**config.mk**
```make
export PLATFORM = sky130hd
export DESIGN_NAME = key_strobe_conditioner
export DESIGN_NICKNAME = d
export VERILOG_FILES = /design/src/rtl/key_strobe_conditioner_pkg.sv /design/src/rtl/key_strobe_conditioner_sync_2ff.sv /design/src/rtl/key_strobe_conditioner.sv
export SDC_FILE = /design/constraint.sdc
export NUM_CORES = 1
export LEC_CHECK = 0
export CAP_MARGIN = 0
export CELL_PAD_IN_SITES_DETAIL_PLACEMENT = 1
export CELL_PAD_IN_SITES_GLOBAL_PLACEMENT = 1
export CORE_MARGIN = 1.5
export CORE_UTILIZATION = 48
export CTS_BUF_LIST = sky130_fd_sc_hd__clkbuf_8
export DETAILED_ROUTE_END_ITERATION = 6
export PLACE_DENSITY = 0.92
export SETUP_SLACK_MARGIN = 0.05
export SLEW_MARGIN = 10
export SYNTH_ARGS = -nofsm -noshare
export SYNTH_HDL_FRONTEND = slang
export SYNTH_SLANG_ARGS = --single-unit
```
**constraint.sdc**
```tcl
create_clock -name clock -period 2.04 [get_ports clock]
set_input_delay 0.306 -clock clock [delete_from_list [all_inputs] [get_ports clock]]
set_output_delay 0.306 -clock clock [all_outputs]
set_load 0.05 [all_outputs]
```
**src/rtl/key_strobe_conditioner_pkg.sv**
```systemverilog
// Shared constants for the push-button conditioner: debounce state encoding
// and the lab-board default timing values.
package key_strobe_conditioner_pkg;

    // Lab-board defaults: 1 ms debounce and a 0.5 s enable period at 50 MHz.
    localparam int LAB_DEBOUNCE_CYCLES = 50000;
    localparam int LAB_STROBE_DIV      = 25000000;

    typedef enum logic {
        DB_STABLE   = 1'b0,
        DB_COUNTING = 1'b1
    } db_state_e;

endpackage : key_strobe_conditioner_pkg

```
**src/rtl/key_strobe_conditioner_sync_2ff.sv**
```systemverilog
// Two-flop synchroniser for one asynchronous bit, synchronous active-high reset.
module sync_2ff (
    input  logic clock,
    input  logic reset,
    input  logic d,
    output logic q
);

    logic meta;

    always_ff @(posedge clock) begin
        if (reset) begin
            meta <= 1'b0;
            q    <= 1'b0;
        end else begin
            meta <= d;
            q    <= meta;
        end
    end

endmodule : sync_2ff

```
**src/rtl/key_strobe_conditioner.sv**
```systemverilog
// Raw push-button -> (enable, a) for the FSM labs: synchroniser, debouncer,
// rising-edge detector, strobe divider and a one-deep event latch.
// Build option: KEY_ACTIVE_LOW_EN inverts the raw key for pull-low board buttons.
module key_strobe_conditioner
    import key_strobe_conditioner_pkg::*;
#(
    parameter int DEBOUNCE_CYCLES = LAB_DEBOUNCE_CYCLES,
    parameter int STROBE_DIV      = LAB_STROBE_DIV
) (
    input  logic      clock,
    input  logic      reset,
    input  logic      key,
    output logic      enable,
    output logic      a,
    output logic      key_level,
    output logic      key_rise,
    output logic      overrun,
    output db_state_e debounce_state
);

    localparam int CNT_W = $clog2(DEBOUNCE_CYCLES + 1);
    localparam int DIV_W = (STROBE_DIV > 1) ? $clog2(STROBE_DIV) : 1;
    localparam logic [CNT_W-1:0] CNT_LAST = CNT_W'(DEBOUNCE_CYCLES - 1);
    localparam logic [DIV_W-1:0] DIV_LAST = DIV_W'(STROBE_DIV - 1);

    logic key_in;
    logic key_sync;

`ifdef KEY_ACTIVE_LOW_EN
    assign key_in = ~key;
`else
    assign key_in = key;
`endif

    sync_2ff u_sync (
        .clock (clock),
        .reset (reset),
        .d     (key_in),
        .q     (key_sync)
    );

    // ---------------- debounce FSM ----------------
    db_state_e        state_q;
    db_state_e        state_d;
    logic [CNT_W-1:0] cnt_q;
    logic [CNT_W-1:0] cnt_d;
    logic             level_d;

    always_ff @(posedge clock) begin
        if (reset) begin
            state_q   <= DB_STABLE;
            cnt_q     <= '0;
            key_level <= 1'b0;
        end else begin
            state_q   <= state_d;
            cnt_q     <= cnt_d;
            key_level <= level_d;
        end
    end

    always_comb begin
        state_d = state_q;
        cnt_d   = cnt_q;
        level_d = key_level;
        case (state_q)
            DB_STABLE: begin
                if (key_sync != key_level) begin
                    // A one-cycle debounce window accepts the first differing sample.
                    if (DEBOUNCE_CYCLES == 1) begin
                        level_d = key_sync;
                        cnt_d   = '0;
                    end else begin
                        state_d = DB_COUNTING;
                        cnt_d   = CNT_W'(1);
                    end
                end else begin
                    cnt_d = '0;
                end
            end
            DB_COUNTING: begin
                if (key_sync == key_level) begin
                    state_d = DB_STABLE;
                    cnt_d   = '0;
                end else if (cnt_q == CNT_LAST) begin
                    level_d = key_sync;
                    state_d = DB_STABLE;
                    cnt_d   = '0;
                end else begin
                    cnt_d = cnt_q + CNT_W'(1);
                end
            end
            default: begin
                state_d = DB_STABLE;
                cnt_d   = '0;
            end
        endcase
    end

    assign debounce_state = state_q;

    // ---------------- rising-edge detect ----------------
    logic level_prev;

    always_ff @(posedge clock) begin
        if (reset) begin
            level_prev <= 1'b0;
            key_rise   <= 1'b0;
        end else begin
            level_prev <= key_level;
            key_rise   <= key_level & ~level_prev;
        end
    end

    // ---------------- strobe divider ----------------
    logic [DIV_W-1:0] div_q;
    logic             div_last;

    assign div_last = (div_q == DIV_LAST);

    always_ff @(posedge clock) begin
        if (reset) begin
            div_q  <= '0;
            enable <= 1'b0;
        end else begin
            div_q  <= div_last ? '0 : div_q + DIV_W'(1);
            enable <= div_last;
        end
    end

    // ---------------- event latch ----------------
    // enable is the valid for a; there is no ready: the FSM samples a on
    // every enable cycle, so an enable cycle always drains the latch unless
    // a new rise arrives in the same cycle, in which case the new event wins.
    always_ff @(posedge clock) begin
        if (reset) begin
            a       <= 1'b0;
            overrun <= 1'b0;
        end else begin
            if (key_rise) begin
                a <= 1'b1;
            end else if (enable) begin
                a <= 1'b0;
            end
            overrun <= key_rise & a & ~enable;
        end
    end

endmodule : key_strobe_conditioner

```
==> results.txt, run 1 <==
# diodes - 0
final WL - 5150 um
drt drc - 0
largest net degree at the start of global routing - 18
final setup fails - 0
fin crit share - 0.912
Largest regs - div_q: 25 flops, cnt_q: 16 flops
Cell Chain, Critical Path - nand2_1, or4_4, or4_1, a21oi_1
Achievable Freq - 538 MHz
H-tree Lvls - 2
leak pwr - 0.758 nW
final std cell area, no fill - 0.00241 mm^2
worst path bufs/invs - 0
fin worst setup slack - 0.180 ns
die height - 70.3 um
total die area - 0.00494 mm^2
Commonest cells post-synth - dfxtp_1 (50), nor2_1 (35), xnor2_1 (19), nand4_1 (14)
core area - 0.00435 mm^2
crit path launch - div_q[0]
Detailed Routing Iterations Pass 1 - 4
Ports - 9
Peak VDD IR - 0.000545 V
port bufs - 8
syn_area_per_cell - 8.98 um^2
Biggest register - div_q
wire length per cell - 16.7 um
nets - 262
CP arrival - 2.09 ns
Slew @ Worst Pin - 0.610 ns
share of cells above drive strength 1 - 0.0856
first-pass GRT wire length - 8800 um
dpl hpwl - 3810 um
Sink Count - 50
largest stage delay on the critical path - 0.62 ns
Worst EP required - 2.27 ns
sequential share of the synthesized area - 0.461
most area-consuming cells after synthesis - dfxtp_1 (46%), xnor2_1 (7.7%), nor2_1 (6.0%)
clk buf depth - 2
Period minus WS final - 1.86 ns
Initial Util - 0.499
hold slack - 0.404 ns
Routed Antenna Nets - 0
ys flop type - dfxtp_1
Synth area leader - dfxtp_1
FP Rows - 24
Clock Skews - 0.00670 ns
via count - 1,836
Yosys reg bits - 50
max reg flops - 25
mapped cell area - 0.00217 mm^2
Yosys top cell area share - 0.461
max cap viols - 0
Total GRT Usage - 0.220
hold path start - level_prev
CP top delay family - simple AND/OR/NAND/NOR gates
Worst slew margin - 0.590
total negative slack - 0 ns
critical path type - reg -> reg
worst skew pair latency - 0.29 ns
total CTS buffers - 5
Power Density - 651 mW/mm^2
Root Buffer - clkbuf_8
grt ovf - 0
gpl congestion - 0.770
CP Capture Type - register
initial antenna violation count - 0
hold_buf cts - 0
Clock transition at path regs - 0.09 ns
status - complete, no violations
fin util - 0.553
die width - 70.3 um
RSZ-0062 raised after global routing - no
net count after synthesis - 247
Final Max Slew Viols - 0
asr flop ratio synth - 0
Crit Path Max Fanout - 13
CTS tree - built
Mapped Cells - 242
vias per cell - 5.94
Distinct cells, synth - 34
number of flops mapped to enable cells by yosys - 0
vias in the first global route - 1,933
YS warnings - 0
Fin. Hold Viols - 0
top-count cell post-synth - dfxtp_1
iteration-0 DRC count of the detailed router - 74
HP Class - reg -> reg
crit start category - register
worst r2r src - div_q[0]
area of placed instances - 0.00233 mm^2
Placement Setup Slack - 0.129 ns
synthesis-to-layout area growth - 10.8%
Critical-path top delay cell - or4_4
-- report_power, final --
| part | switching (mW) | internal [mW] |
|---|---|---|
| Combinational | 0.0240 | 0.0164 |
| Clock | 0.308 | 0.231 |
| Sequential | 0.00661 | 0.983 |
| Total | 0.339 | 1.23 |
-- final timing paths --
| path | cells after the start | to | slack, ns |
|---|---|---|---|
| setup / recovery | 4 | div_q[23] | 0.18 |
| hold / removal | 1 | key_rise | 0.40 |
| setup reg to reg | 4 | div_q[23] | 0.18 |
| hold reg to reg | 1 | key_rise | 0.40 |
-- per-stage QoR --
stage / std cells / total power, mW
after floorplan: 242 / 1.03
after global placement: 302 / 1.05
after detailed placement: 302 / 1.05
after CTS: 309 / 1.58
after global routing: 309 / 1.61
final: 309 / 1.57
-- timing repair --
action / 4_1_cts / 5_1_grt
gates resized for setup: 0 / 2
buffers inserted: 0 / 0
endpoints found under the setup margin: 0 / 2
-- worst reg2reg max path, stage by stage, from the launching register on --
cell and delay, ns:
dfxtp_1 0.39, nand2_1 0.14, or4_4 0.62, or4_1 0.50
a21oi_1 0.15
-- kinds of logic after synthesis --
group                      Yosys count  synth area share
xor gates and xnor gates            27             0.109
adders and majority gates            2            0.0115
AOI/OAI and AO/OA                   25            0.0691
muxes                                1           0.00461
and+or+nand+nor                    121             0.313
buffers and inverters               16            0.0322
DFF                                 50             0.461
-- routing by layer --
layer  wire length (um)  global-route usage  share of wire
met1               2270               0.265           0.44
met2               2590               0.378           0.50
met3                153              0.0404          0.030
met4                136               0.100          0.026
met5                  0                   0              0
-- final cells by class --
class,count,area [um^2]
multi-input combinational,176,1100
sequential,50,1000
tap,52,65.1
timing repair buffer,13,118
clock inverter,2,10.0
inverter,11,41.3
fill,491,1950
clock buffer,5,68.8
-- cell usage in the layout, fill, tap and decap left out, types with 3 or more instances in the layout --
cell,n
o21ai_0,6
nand3_1,12
dfxtp_1,48
a21oi_1,12
inv_1,11
clkdlybuf4s50_1,8
nand2_1,9
nor3_1,6
xor2_1,8
clkbuf_8,5
nand4_1,14
or3_1,6
and4_1,5
and3_1,7
xnor2_1,19
nor2_1,35
or4_1,3
nor2b_1,5
o31ai_1,3
buf_4,5
nor4_1,7
(Power assumes the default switching activity.)
==> inputs of run 2 (changes only) <==
--- a/config.mk
+++ b/config.mk
@@ -5,6 +5,7 @@
 export SDC_FILE = /design/constraint.sdc
 export NUM_CORES = 1
 export LEC_CHECK = 0
+export ABC_CLOCK_PERIOD_IN_PS = 2040
 export CAP_MARGIN = 0
 export CELL_PAD_IN_SITES_DETAIL_PLACEMENT = 1
 export CELL_PAD_IN_SITES_GLOBAL_PLACEMENT = 1
==> constraint.sdc (replaced) <==
create_clock -name clock -period 2.04 [get_ports clock]
set_input_delay 0.306 -clock clock [delete_from_list [all_inputs] [get_ports clock]]
set_output_delay 0.306 -clock clock [all_outputs]
set_load 0.01 [all_outputs]
==> results of run 2 <==
The final DEF is identical to that of run 1. Status: complete, no violations.
==> inputs of run 3 (changes only) <==
--- a/config.mk
+++ b/config.mk
@@ -9,11 +9,13 @@
 export CAP_MARGIN = 0
 export CELL_PAD_IN_SITES_DETAIL_PLACEMENT = 1
 export CELL_PAD_IN_SITES_GLOBAL_PLACEMENT = 1
-export CORE_MARGIN = 1.5
+export CORE_MARGIN = 2
 export CORE_UTILIZATION = 48
 export CTS_BUF_LIST = sky130_fd_sc_hd__clkbuf_8
 export DETAILED_ROUTE_END_ITERATION = 6
+export GPL_TIMING_DRIVEN = 0
 export PLACE_DENSITY = 0.92
+export RECOVER_POWER = 25
 export SETUP_SLACK_MARGIN = 0.05
 export SLEW_MARGIN = 10
 export SYNTH_ARGS = -nofsm -noshare
==> results.txt, run 3 (same netlist as run 1, synthesis figures left out) <==
Crit Path Max Fanout - 10 (was 13)
fin crit share - 0.948 (was 0.912)
Routed Antenna Nets - 0 (unchanged)
Largest regs - div_q: 25 flops, cnt_q: 16 flops (unchanged)
Period minus WS final - 1.93 ns (was 1.86 ns)
worst skew pair latency - 0.30 ns (was 0.29 ns)
drt drc - 0 (unchanged)
Ports - 9 (unchanged)
gpl congestion - 0.757 (was 0.770)
vias in the first global route - 1,969 (was 1,933)
max cap viols - 0 (unchanged)
Power Density - 698 mW/mm^2 (was 651 mW/mm^2)
Biggest register - div_q (unchanged)
RSZ-0062 raised after global routing - no (unchanged)
die height - 71.3 um (was 70.3 um)
max reg flops - 25 (unchanged)
final WL - 5640 um (was 5150 um)
core area - 0.00435 mm^2 (unchanged)
Clock transition at path regs - 0.09 ns (about the same)
total negative slack - 0 ns (unchanged)
CTS tree - built (unchanged)
# diodes - 0 (unchanged)
Slew @ Worst Pin - 0.570 ns (was 0.610 ns)
CP Capture Type - register (unchanged)
Worst EP required - 2.28 ns (was 2.27 ns)
Final Max Slew Viols - 0 (unchanged)
Worst slew margin - 0.615 (was 0.590)
clk buf depth - 2 (unchanged)
total die area - 0.00508 mm^2 (was 0.00494 mm^2)
grt ovf - 0 (unchanged)
leak pwr - 0.797 nW (was 0.758 nW)
final setup fails - 0 (unchanged)
Fin. Hold Viols - 0 (unchanged)
Root Buffer - clkbuf_8 (unchanged)
iteration-0 DRC count of the detailed router - 59 (was 74)
hold slack - 0.409 ns (was 0.404 ns)
Achievable Freq - 517 MHz (was 538 MHz)
largest net degree at the start of global routing - 15 (was 18)
initial antenna violation count - 0 (unchanged)
HP Class - reg -> reg (unchanged)
die width - 71.3 um (was 70.3 um)
H-tree Lvls - 2 (unchanged)
Clock Skews - 0.00531 ns (was 0.00670 ns)
fill count - 495 (was 491)
wire length per cell - 18.1 um (was 16.7 um)
nets - 263 (was 262)
share of cells above drive strength 1 - 0.0849 (was 0.0856)
footprint of the multi-input gates - 0.00111 mm^2 (was 0.00110 mm^2)
vias per cell - 5.94 (about the same)
port bufs - 8 (unchanged)
commonest non-fill, non-tap cell in the layout - dfxtp_1 (unchanged)
total CTS buffers - 5 (unchanged)
first-pass GRT wire length - 9340 um (was 8800 um)
CP arrival - 2.17 ns (was 2.09 ns)
status - complete, no violations (unchanged)
most frequent cells in the layout - dfxtp_1 (48), nor2_1 (35), xnor2_1 (19) (unchanged)
Total GRT Usage - 0.232 (was 0.220)
flip-flop and latch area - 0.00100 mm^2 (unchanged)
crit start category - register (unchanged)
Detailed Routing Iterations Pass 1 - 4 (unchanged)
Non-Filler Instances - 311 (was 309)
critical path type - reg -> reg (unchanged)
via count - 1,846 (was 1,836)
synthesis-to-layout area growth - 12.8% (was 10.8%)
placed cell count - 302 (unchanged)
FP Rows - 24 (unchanged)
Peak VDD IR - 0.000454 V (was 0.000545 V)
dpl hpwl - 3820 um (was 3810 um)
Sink Count - 50 (unchanged)
Initial Util - 0.499 (unchanged)
==> run 3: cell count changes in the layout (fill, tap and decap cells not counted), moves of 2 or more <==
cell / delta
buf_4: -3
clkdlybuf4s50_1: -6
clkinv_2: -2
dlygate4sd3_1: +6
inv_1: +2
==> run 3: through the flow <==
stage / util / worst slack, ns / power (mW) / area [um^2]
2_1_floorplan: - / 0.303 / 1.03 / 2170
3_3_place_gp: 0.532 / -0.0492 / 1.05 / 2320
3_5_place_dp: 0.532 / -0.106 / 1.05 / 2320
4_1_cts: 0.561 / 0.0776 / 1.72 / 2440
5_1_grt: 0.563 / 0.0423 / 1.77 / 2450
6_report: 0.563 / 0.106 / 1.71 / 2450
==> run 3: path summary, 6_finish.rpt <==
kind | startpoint | to | slack (ns) | cells past startpoint
setup / recovery | div_q[9] | div_q[17] | 0.11 | 5
hold / removal | level_prev | key_rise | 0.41 | 1
setup reg to reg | div_q[9] | div_q[17] | 0.11 | 5
hold reg to reg | level_prev | key_rise | 0.41 | 1
==> run 3: per-layer routing <==
layer  track usage  share of wire  vias up
met2         0.408           0.52       22
met3        0.0464          0.020       11
met5             0              0        -
met1         0.278           0.45      925
li1              -              -      888
met4        0.0881          0.017        0
==> run 3: timing repair <==
item,in CTS,in global routing
pin swaps,1,1
buffers inserted,1,1
endpoints found under the setup margin,20,32
resized for setup,1,5
hold buffers,0,0
==> run 3: final cells by class <==
class | instances | area share
Inverter | 11 | 0.0168
Timing Repair Buffer | 10 | 0.0388
Buffer | 4 | 0.0117
Multi-Input combinational cell | 176 | 0.453
Clock inverter | 3 | 0.0153
Sequential cell | 50 | 0.409
Tap cell | 52 | 0.0265
Clock buffer | 5 | 0.0281
==> run 3: power by group <==
group / leakage [nW] / total (mW) / switching, mW / internal [mW]
logic: 0.331 / 0.0370 / 0.0217 / 0.0153
clock network: 0.0607 / 0.681 / 0.324 / 0.358
registers: 0.405 / 0.992 / 0.00880 / 0.983
total: 0.797 / 1.71 / 0.354 / 1.36
==> run 3: worst max-delay path, stage by stage, from the launching register on <==
cell and delay, ns:
dfxtp_1 0.51, nand3_4 0.14, or4_4 0.55, buf_6 0.17, or3_1 0.36, a21oi_1 0.14
